### config.mk
export PLATFORM = sky130hd
export DESIGN_NAME = freq_meter
export DESIGN_NICKNAME = d
export VERILOG_FILES = /design/src/rtl/freq_meter.sv
export SDC_FILE = /design/constraint.sdc
export NUM_CORES = 1
export LEC_CHECK = 0
export ABC_CLOCK_PERIOD_IN_PS = 3300
export CAP_MARGIN = 20
export CORE_UTILIZATION = 35
export CTS_CLUSTER_SIZE = 8
export DETAILED_ROUTE_END_ITERATION = 10
export GPL_TIMING_DRIVEN = 0
export PLACE_DENSITY_LB_ADDON = 0.25
export SLEW_MARGIN = 20
export SYNTH_ARGS = -nofsm -noshare
export SYNTH_HDL_FRONTEND = slang
export SYNTH_SLANG_ARGS = --single-unit
### constraint.sdc
create_clock -name clk -period 3.3 [get_ports clk]
set_clock_uncertainty 0.2 [all_clocks]
set_input_delay 0.66 -clock clk [delete_from_list [all_inputs] [get_ports clk]]
set_output_delay 0.66 -clock clk [all_outputs]
set_load 0.01 [all_outputs]
### src/rtl/freq_meter.sv
// Gated frequency counter: synchronizes sig_in and counts its rising edges over
// back-to-back windows of GATE_CYCLES clk cycles, latching the saturated result.
module freq_meter #(
    parameter int GATE_CYCLES = 100_000_000,
    parameter int CNT_W       = 32,
    parameter int SYNC_STAGES = 2
) (
    input  logic             clk,
    input  logic             nrst,
    input  logic             en,
    input  logic             sig_in,
    output logic [CNT_W-1:0] freq,
    output logic             freq_valid,
    output logic             overflow,
    output logic             busy
);
    localparam int GW = $clog2(GATE_CYCLES);
    localparam int SW = $clog2(SYNC_STAGES);
    localparam logic [GW-1:0]    GATE_LAST   = GW'(GATE_CYCLES - 1);
    localparam logic [GW-1:0]    GATE_ONE    = GW'(1);
    localparam logic [SW-1:0]    SETTLE_LAST = SW'(SYNC_STAGES - 1);
    localparam logic [SW-1:0]    SETTLE_ONE  = SW'(1);
    localparam logic [CNT_W-1:0] CNT_MAX     = {CNT_W{1'b1}};
    localparam logic [CNT_W-1:0] CNT_ONE     = CNT_W'(1);

    typedef enum logic [1:0] {
        ST_IDLE   = 2'd0,
        ST_SETTLE = 2'd1,
        ST_GATE   = 2'd2
    } state_e;

    state_e                 state_q;
    logic [SYNC_STAGES-1:0] sync_q;
    logic                   s_prev_q;
    logic [SW-1:0]          settle_cnt_q;
    logic [GW-1:0]          gate_cnt_q;
    logic [CNT_W-1:0]       edge_cnt_q;
    logic                   sat_q;
    logic [CNT_W-1:0]       freq_q;
    logic                   freq_valid_q;
    logic                   overflow_q;
    logic                   busy_q;

    logic                   rise_d;
    logic                   sat_hit_d;
    logic                   sat_d;
    logic [CNT_W-1:0]       edge_sum_d;

    // Input synchronizer and one-cycle history for edge detection, free-running in all states.
    always_ff @(posedge clk or negedge nrst) begin
        if (!nrst) begin
            sync_q   <= '0;
            s_prev_q <= 1'b0;
        end else begin
            sync_q   <= {sync_q[SYNC_STAGES-2:0], sig_in};
            s_prev_q <= sync_q[SYNC_STAGES-1];
        end
    end

    // Rising-edge detect and saturating sum of the running count plus this cycle's edge.
    always_comb begin
        rise_d    = sync_q[SYNC_STAGES-1] & ~s_prev_q;
        sat_hit_d = rise_d & (edge_cnt_q == CNT_MAX);
        sat_d     = sat_q | sat_hit_d;
        if (sat_d) begin
            edge_sum_d = CNT_MAX;
        end else if (rise_d) begin
            edge_sum_d = edge_cnt_q + CNT_ONE;
        end else begin
            edge_sum_d = edge_cnt_q;
        end
    end

    // Measurement FSM with counters and registered result outputs.
    always_ff @(posedge clk or negedge nrst) begin
        if (!nrst) begin
            state_q      <= ST_IDLE;
            settle_cnt_q <= '0;
            gate_cnt_q   <= '0;
            edge_cnt_q   <= '0;
            sat_q        <= 1'b0;
            freq_q       <= '0;
            freq_valid_q <= 1'b0;
            overflow_q   <= 1'b0;
            busy_q       <= 1'b0;
        end else begin
            freq_valid_q <= 1'b0;
            case (state_q)
                ST_IDLE: begin
                    settle_cnt_q <= '0;
                    gate_cnt_q   <= '0;
                    edge_cnt_q   <= '0;
                    sat_q        <= 1'b0;
                    busy_q       <= en;
                    state_q      <= en ? ST_SETTLE : ST_IDLE;
                end
                ST_SETTLE: begin
                    busy_q <= en;
                    if (!en) begin
                        settle_cnt_q <= '0;
                        state_q      <= ST_IDLE;
                    end else if (settle_cnt_q == SETTLE_LAST) begin
                        settle_cnt_q <= '0;
                        state_q      <= ST_GATE;
                    end else begin
                        settle_cnt_q <= settle_cnt_q + SETTLE_ONE;
                    end
                end
                ST_GATE: begin
                    if (gate_cnt_q == GATE_LAST) begin
                        // Window completes regardless of en; en only decides whether another starts.
                        freq_q       <= edge_sum_d;
                        overflow_q   <= sat_d;
                        freq_valid_q <= 1'b1;
                        gate_cnt_q   <= '0;
                        edge_cnt_q   <= '0;
                        sat_q        <= 1'b0;
                        busy_q       <= en;
                        state_q      <= en ? ST_GATE : ST_IDLE;
                    end else if (!en) begin
                        gate_cnt_q <= '0;
                        edge_cnt_q <= '0;
                        sat_q      <= 1'b0;
                        busy_q     <= 1'b0;
                        state_q    <= ST_IDLE;
                    end else begin
                        gate_cnt_q <= gate_cnt_q + GATE_ONE;
                        edge_cnt_q <= edge_sum_d;
                        sat_q      <= sat_d;
                        busy_q     <= 1'b1;
                    end
                end
                default: begin
                    busy_q  <= 1'b0;
                    state_q <= ST_IDLE;
                end
            endcase
        end
    end

    assign freq       = freq_q;
    assign freq_valid = freq_valid_q;
    assign overflow   = overflow_q;
    assign busy       = busy_q;
endmodule

Word-level counts from Yosys, hierarchy flattened:

Cells that the tools add are included.

* flip-flop bits (word level): 101
* bits of input ports: 4
* output and inout port bits: 35
* logic and storage cells: 56

* add/subtract/negate cells: 3
* equality and inequality tests: 6
* muxes and demuxes: 26
* bitwise logic cells: 4
* reduce and logical (&&, ||, !) cells: 6

Operators with widths (count)
* $mux W32: 4
* $pmux W32 S2: 1
* $mux W27: 2
* $pmux W27 S2: 1
* $add A32 B1 Y32 const B: 1
* $eq A32 B32 Y1 const B: 1
* $add A27 B1 Y27 const B: 1
* $eq A27 B27 Y1 const B: 1
* $mux W2: 5
* $mux W1: 9
* $ne A3 B3 Y1 const B: 2
* $pmux W1 S2: 3
* $pmux W2 S3: 1
* $reduce_and A2 Y1: 2
* $reduce_bool A2 Y1: 2
* $and A1 B1 Y1: 2
* $eq A2 B1 Y1 const B: 1
* $eq A2 B2 Y1 const B: 1
* $logic_not A2 Y1: 1
* $reduce_or A2 Y1: 1
* $add A1 B1 Y1 const B: 1
* $not A1 Y1: 1
* $or A1 B1 Y1: 1

Longest topological paths before layout:

* word-level depth: 8
* depth in mapped cells: 8
* mapped depth without buffers: 6

Least setup slack after synthesis:

Ideal clock, no wire load.

* path type: register -> register
* from: reg gate_cnt_q[9]
* to: reg gate_cnt_q[6]
* library setup time: 124 ps
* arrival time: 2020 ps
* data required time: 2976 ps
* slack: 956 ps
* cell stages (with the launch flop): 8
* buffers on the path: 2
* clock period less this slack: 2344 ps
* path through: dfrtp_1 > or4b_1 > nor4_4 > a31oi_1 > buf_2 > buf_2 > a31oi_1 > nor2_1

* word-level cells in the longest chain between the ends: 3

RTL lines
* from (decl): RTL line 36 `logic [GW-1:0] gate_cnt_q;`
* from (signal assigned): RTL line 127 `gate_cnt_q <= gate_cnt_q + GATE_ONE;`
* $eq A27 B27 Y1: RTL line 110 `if (gate_cnt_q == GATE_LAST) begin`
* $mux W27: RTL line 110
* $pmux W27 S2: RTL line 88 `case (state_q)`

Every way passes these cells.
A chain may end at the register's enable or synchronous reset.

Worst setup path in the final report:

* from: reg edge_cnt_q[17]
* to: reg freq_q[27] (netlist: freq[27])

* word-level cells in the longest chain between the ends: 4
* elaborated cells on any way between the ends: 6
* those cells by class: add/sub (1); eq/ne (1); mux (2); bitwise (2)

RTL lines
* from (decl): RTL line 37 `logic [CNT_W-1:0] edge_cnt_q;`
* from (signal assigned): RTL line 128 `edge_cnt_q <= edge_sum_d;`
* branches (longest 3 deep; another with $add A32 B1 Y32)
* $mux W32 (*): RTL line 65 `if (sat_d) begin`
* to (signal assigned): RTL line 112 `freq_q <= edge_sum_d;`
* to (decl): RTL line 39 `logic [CNT_W-1:0] freq_q;`

Every way passes the cells marked *.

==> flow_summary_export.csv <==
group,metric,value,unit
floorplanning,floorplan.initialDensity,35.7,%
routing,drc,0,
global_route,grtUsageTotal,19.6,%
setup_path,r2r_start,"edge_cnt_q[17]",
finish,n_antenna_cell,0,
floorplanning,coreArea,15100,um^2
setup_path,cp.required,3.31,ns
clocking,cts_tree,"yes",
setup_path,crit_top_cell,"clkbuf_1",
setup_path,reg2reg_to,"freq[27]",
global_route,grt_pass1_vias,4622,
floorplanning,fp.dieH,126,um
sta,fin_tns_setup,0,ns
clocking,h-tree-depth,3,
clocking,cts.path.max_buffers,2,
clocking,path_clk_slew,0.07,ns
global_route,overflow,0,
finish,final_layout_size_suffix_gt1_share,6.90,%
floorplanning,row_count,45,
synth,synth_area_leaders,"dfrtp_1, a21oi_1, o21ai_0",
sta,tightestPinTransition,0.811,ns
synth,yosys.cell_types.count,49,
routing,final_antenna_net_count,0,
clocking,cts_sinks,101,
routing,routed-via-count,4757,
setup_path,path_delay_family,"buffers and inverters",
finish,nets,653,
setup_path,ff2ff_setup_slack,0.22,ns
status,outcome,"completed",
placed_design,gp_congestion,0.903,
finish,fin_area,6400,um^2
synth,syn_inst,596,
floorplanning,die_width,126,um
setup_path,cp.arrival,3.08,ns
worst_hold_path,hold_start,"sync_q[0]",
routing,vias_per_cell,5.66,
routing,wl_per_cell,17.4,um
worst_hold_path,worstHoldPathCells,0,
synth,ys_seq_elements,101,
setup_path,slowest_delay,0.59,ns
sta,slew_headroom,45.4,%
synth,syn_area,5410,um^2
synth,ys_async_sr_fraction,100,%
clocking,cts_resized,0,
worst_hold_path,hold_class,"reg2reg",
setup_path,path_buf_inv,2,
setup_path,crit_path_cell_trace,"and3_1 -> and4_1 -> a41oi_1 -> clkbuf_1 -> clkbuf_1 -> a31oi_1",
sta,max_freq,0.325,GHz
synth,synth_top_area_share,46.7,%
power,vdd_drop_max,231,uV
placed_design,dp_slack,0.317,ns
floorplanning,num_io_pins,39,
global_route,grt_max_degree,68,
sta,maxSlewViolCount,0,
synth,synth_common_cells,"dfrtp_1, nor2_1, a21oi_1, o21ai_0, nand2_1",
finish,final.fill_count,1474,
synth,syn-num-nets,602,
placed_design,dpl-instance-area,6050,um^2
power,powerDensity,401,nW/um^2
routing,wl,14.6,mm
power,p_leak,2.68,nW
sta,hold_viol_final,0,
global_route,antenna_found_initial,0,
global_route,grt_pass1_wl,24.4,mm
sta,period_share,93.3,%
setup_path,worst-setup-path-type,"reg2reg",
synth,ys_dominant_reg_cell,"dfrtp_1",
setup_path,cp_max_fo,10,
finish,fin_util,42.2,%
setup_path,startpoint_type,"register",
sta,rsz0062_at_grt,"false",
finish,area_growth,18.2,%
sta,finalSetupViolations,0,
placed_design,hpwl,10.3,mm
placed_design,portBuffers,38,
sta,setup_ws,0.222,ns
clocking,cts-root-buf,"clkbuf_16",
synth,yosysWarnings,0,
synth,yosysMostFrequentCell,"dfrtp_1",
worst_hold_path,worstHoldEndpoint,"sync_q[1]",
clocking,numCtsBuffers,9,
routing,drt_iter0_drc,435,
synth,seq_area_frac_synth,46.7,%
setup_path,critPathCaptureType,"register",
synth,synth_top_cell_by_area,"dfrtp_1",
synth,synth_area_per_cell,9.08,um^2
synth,synth_edf_count,0,
floorplanning,die-area,16000,um^2
sta,period_needed,3.08,ns
routing,drt-pass1-iter-count,5,
clocking,clkLatencyLatePin,0.36,ns
job,max_cap_violations,0,
setup_path,reg2regPathDepth,6,
setup_path,cpMaxStageDelayCell,"a41oi_1",
==> how the worst max path moves through the flow <==
| stage | from | end | slack [ns] | cells after the start |
|---|---|---|---|---|
| after floorplan | gate_cnt_q[9] | gate_cnt_q[6] | 0.96 | 7 |
| after global placement | nrst | freq[30] | -2.55 | 1 |
| after detailed placement | edge_cnt_q[17] | freq[27] | 0.32 | 6 |
| after CTS | edge_cnt_q[17] | freq[27] | 0.28 | 6 |
| after global routing | edge_cnt_q[17] | freq[27] | 0.07 | 6 |
| final | edge_cnt_q[17] | freq[27] | 0.22 | 6 |
==> cell usage in the layout (no fill, tap or decap), types with 8 or more instances in the layout <==
master | synthesis | layout
or4_1 | 9 | 9
a21o_1 | 24 | 24
a31oi_1 | 23 | 23
nand2_1 | 41 | 41
clkdlybuf4s50_1 | 0 | 37
clkbuf_1 | 18 | 18
nand4_1 | 22 | 22
inv_1 | 25 | 25
nor3_1 | 17 | 17
nor2_1 | 49 | 49
or3_1 | 9 | 9
xor2_1 | 19 | 19
a22o_1 | 23 | 23
buf_2 | 14 | 14
nor4_1 | 8 | 8
a21oi_1 | 46 | 46
xnor2_1 | 8 | 8
clkbuf_16 | 0 | 9
dfrtp_1 | 101 | 101
o21ai_0 | 44 | 44
nand3_1 | 28 | 28
==> final cells by class <==
class	count	area (um^2)	area share, %
Buffer	36	160	2.50
Clock buffer	10	239	3.74
Inverter	25	93.8	1.47
Sequential cell	101	2530	39.5
Multi-Input combinational cell	434	2630	41.1
Clock inverter	6	92.6	1.45
Tap cell	188	235	3.68
Timing Repair Buffer	40	419	6.55
==> timing repair <==
item                      CTS  global route
hold buffers                1             0
hold endpoints to repair   11             0
setup buffers               0             0
==> routing by layer <==
| metal | vias up | global-route usage (%) | wire length (um) |
|---|---|---|---|
| met5 | - | 0 | 0 |
| met4 | 0 | 7.30 | 260 |
| met3 | 19 | 3.88 | 629 |
| met2 | 143 | 32.0 | 6940 |
| met1 | 2305 | 25.7 | 6780 |
| li1 | 2290 | - | - |
==> report_power, final <==
group          leakage [nW]  internal, W  switching (W)  total, W
clock network         0.156     0.000691       0.000497   0.00119
registers              1.40      0.00124     0.00000403   0.00125
logic                  1.12    0.0000438      0.0000873  0.000131
==> worst reg2reg max path: stages, from the launching register on <==
cell and delay [ns]:
dfrtp_1 0.45, and3_1 0.27, and4_1 0.28, a41oi_1 0.59, clkbuf_1 0.48, clkbuf_1 0.49
a31oi_1 0.17
==> through the flow <==
stage | power [W] | std cells | hold slack, ns
2_1_floorplan | 0.00134 | 596 | 0.131
3_3_place_gp | 0.00140 | 822 | 0.182
3_5_place_dp | 0.00140 | 823 | 0.182
4_1_cts | 0.00260 | 840 | 0.198
5_1_grt | 0.00266 | 840 | 0.198
6_report | 0.00257 | 840 | 0.199
==> cells by family (layout without fill, tap and decap cells) <==
group	after synthesis	in the layout	synth area share [%]
xor+xnor	27	27	4.37
flops	101	101	46.7
mux	7	7	1.30
compound gates	180	180	20.9
simple gates	218	218	21.6
buf+inv	61	117	4.69
fa+ha+maj	2	2	0.462
==> state kept, by name, summed over array words and instances (netlist names), 2 cells and up <==
name / flops
gate_cnt_q: 27
freq: 32
sync_q: 2
edge_cnt_q: 32
state_q: 2
No activity file was read; power rests on OpenSTA's default activity.
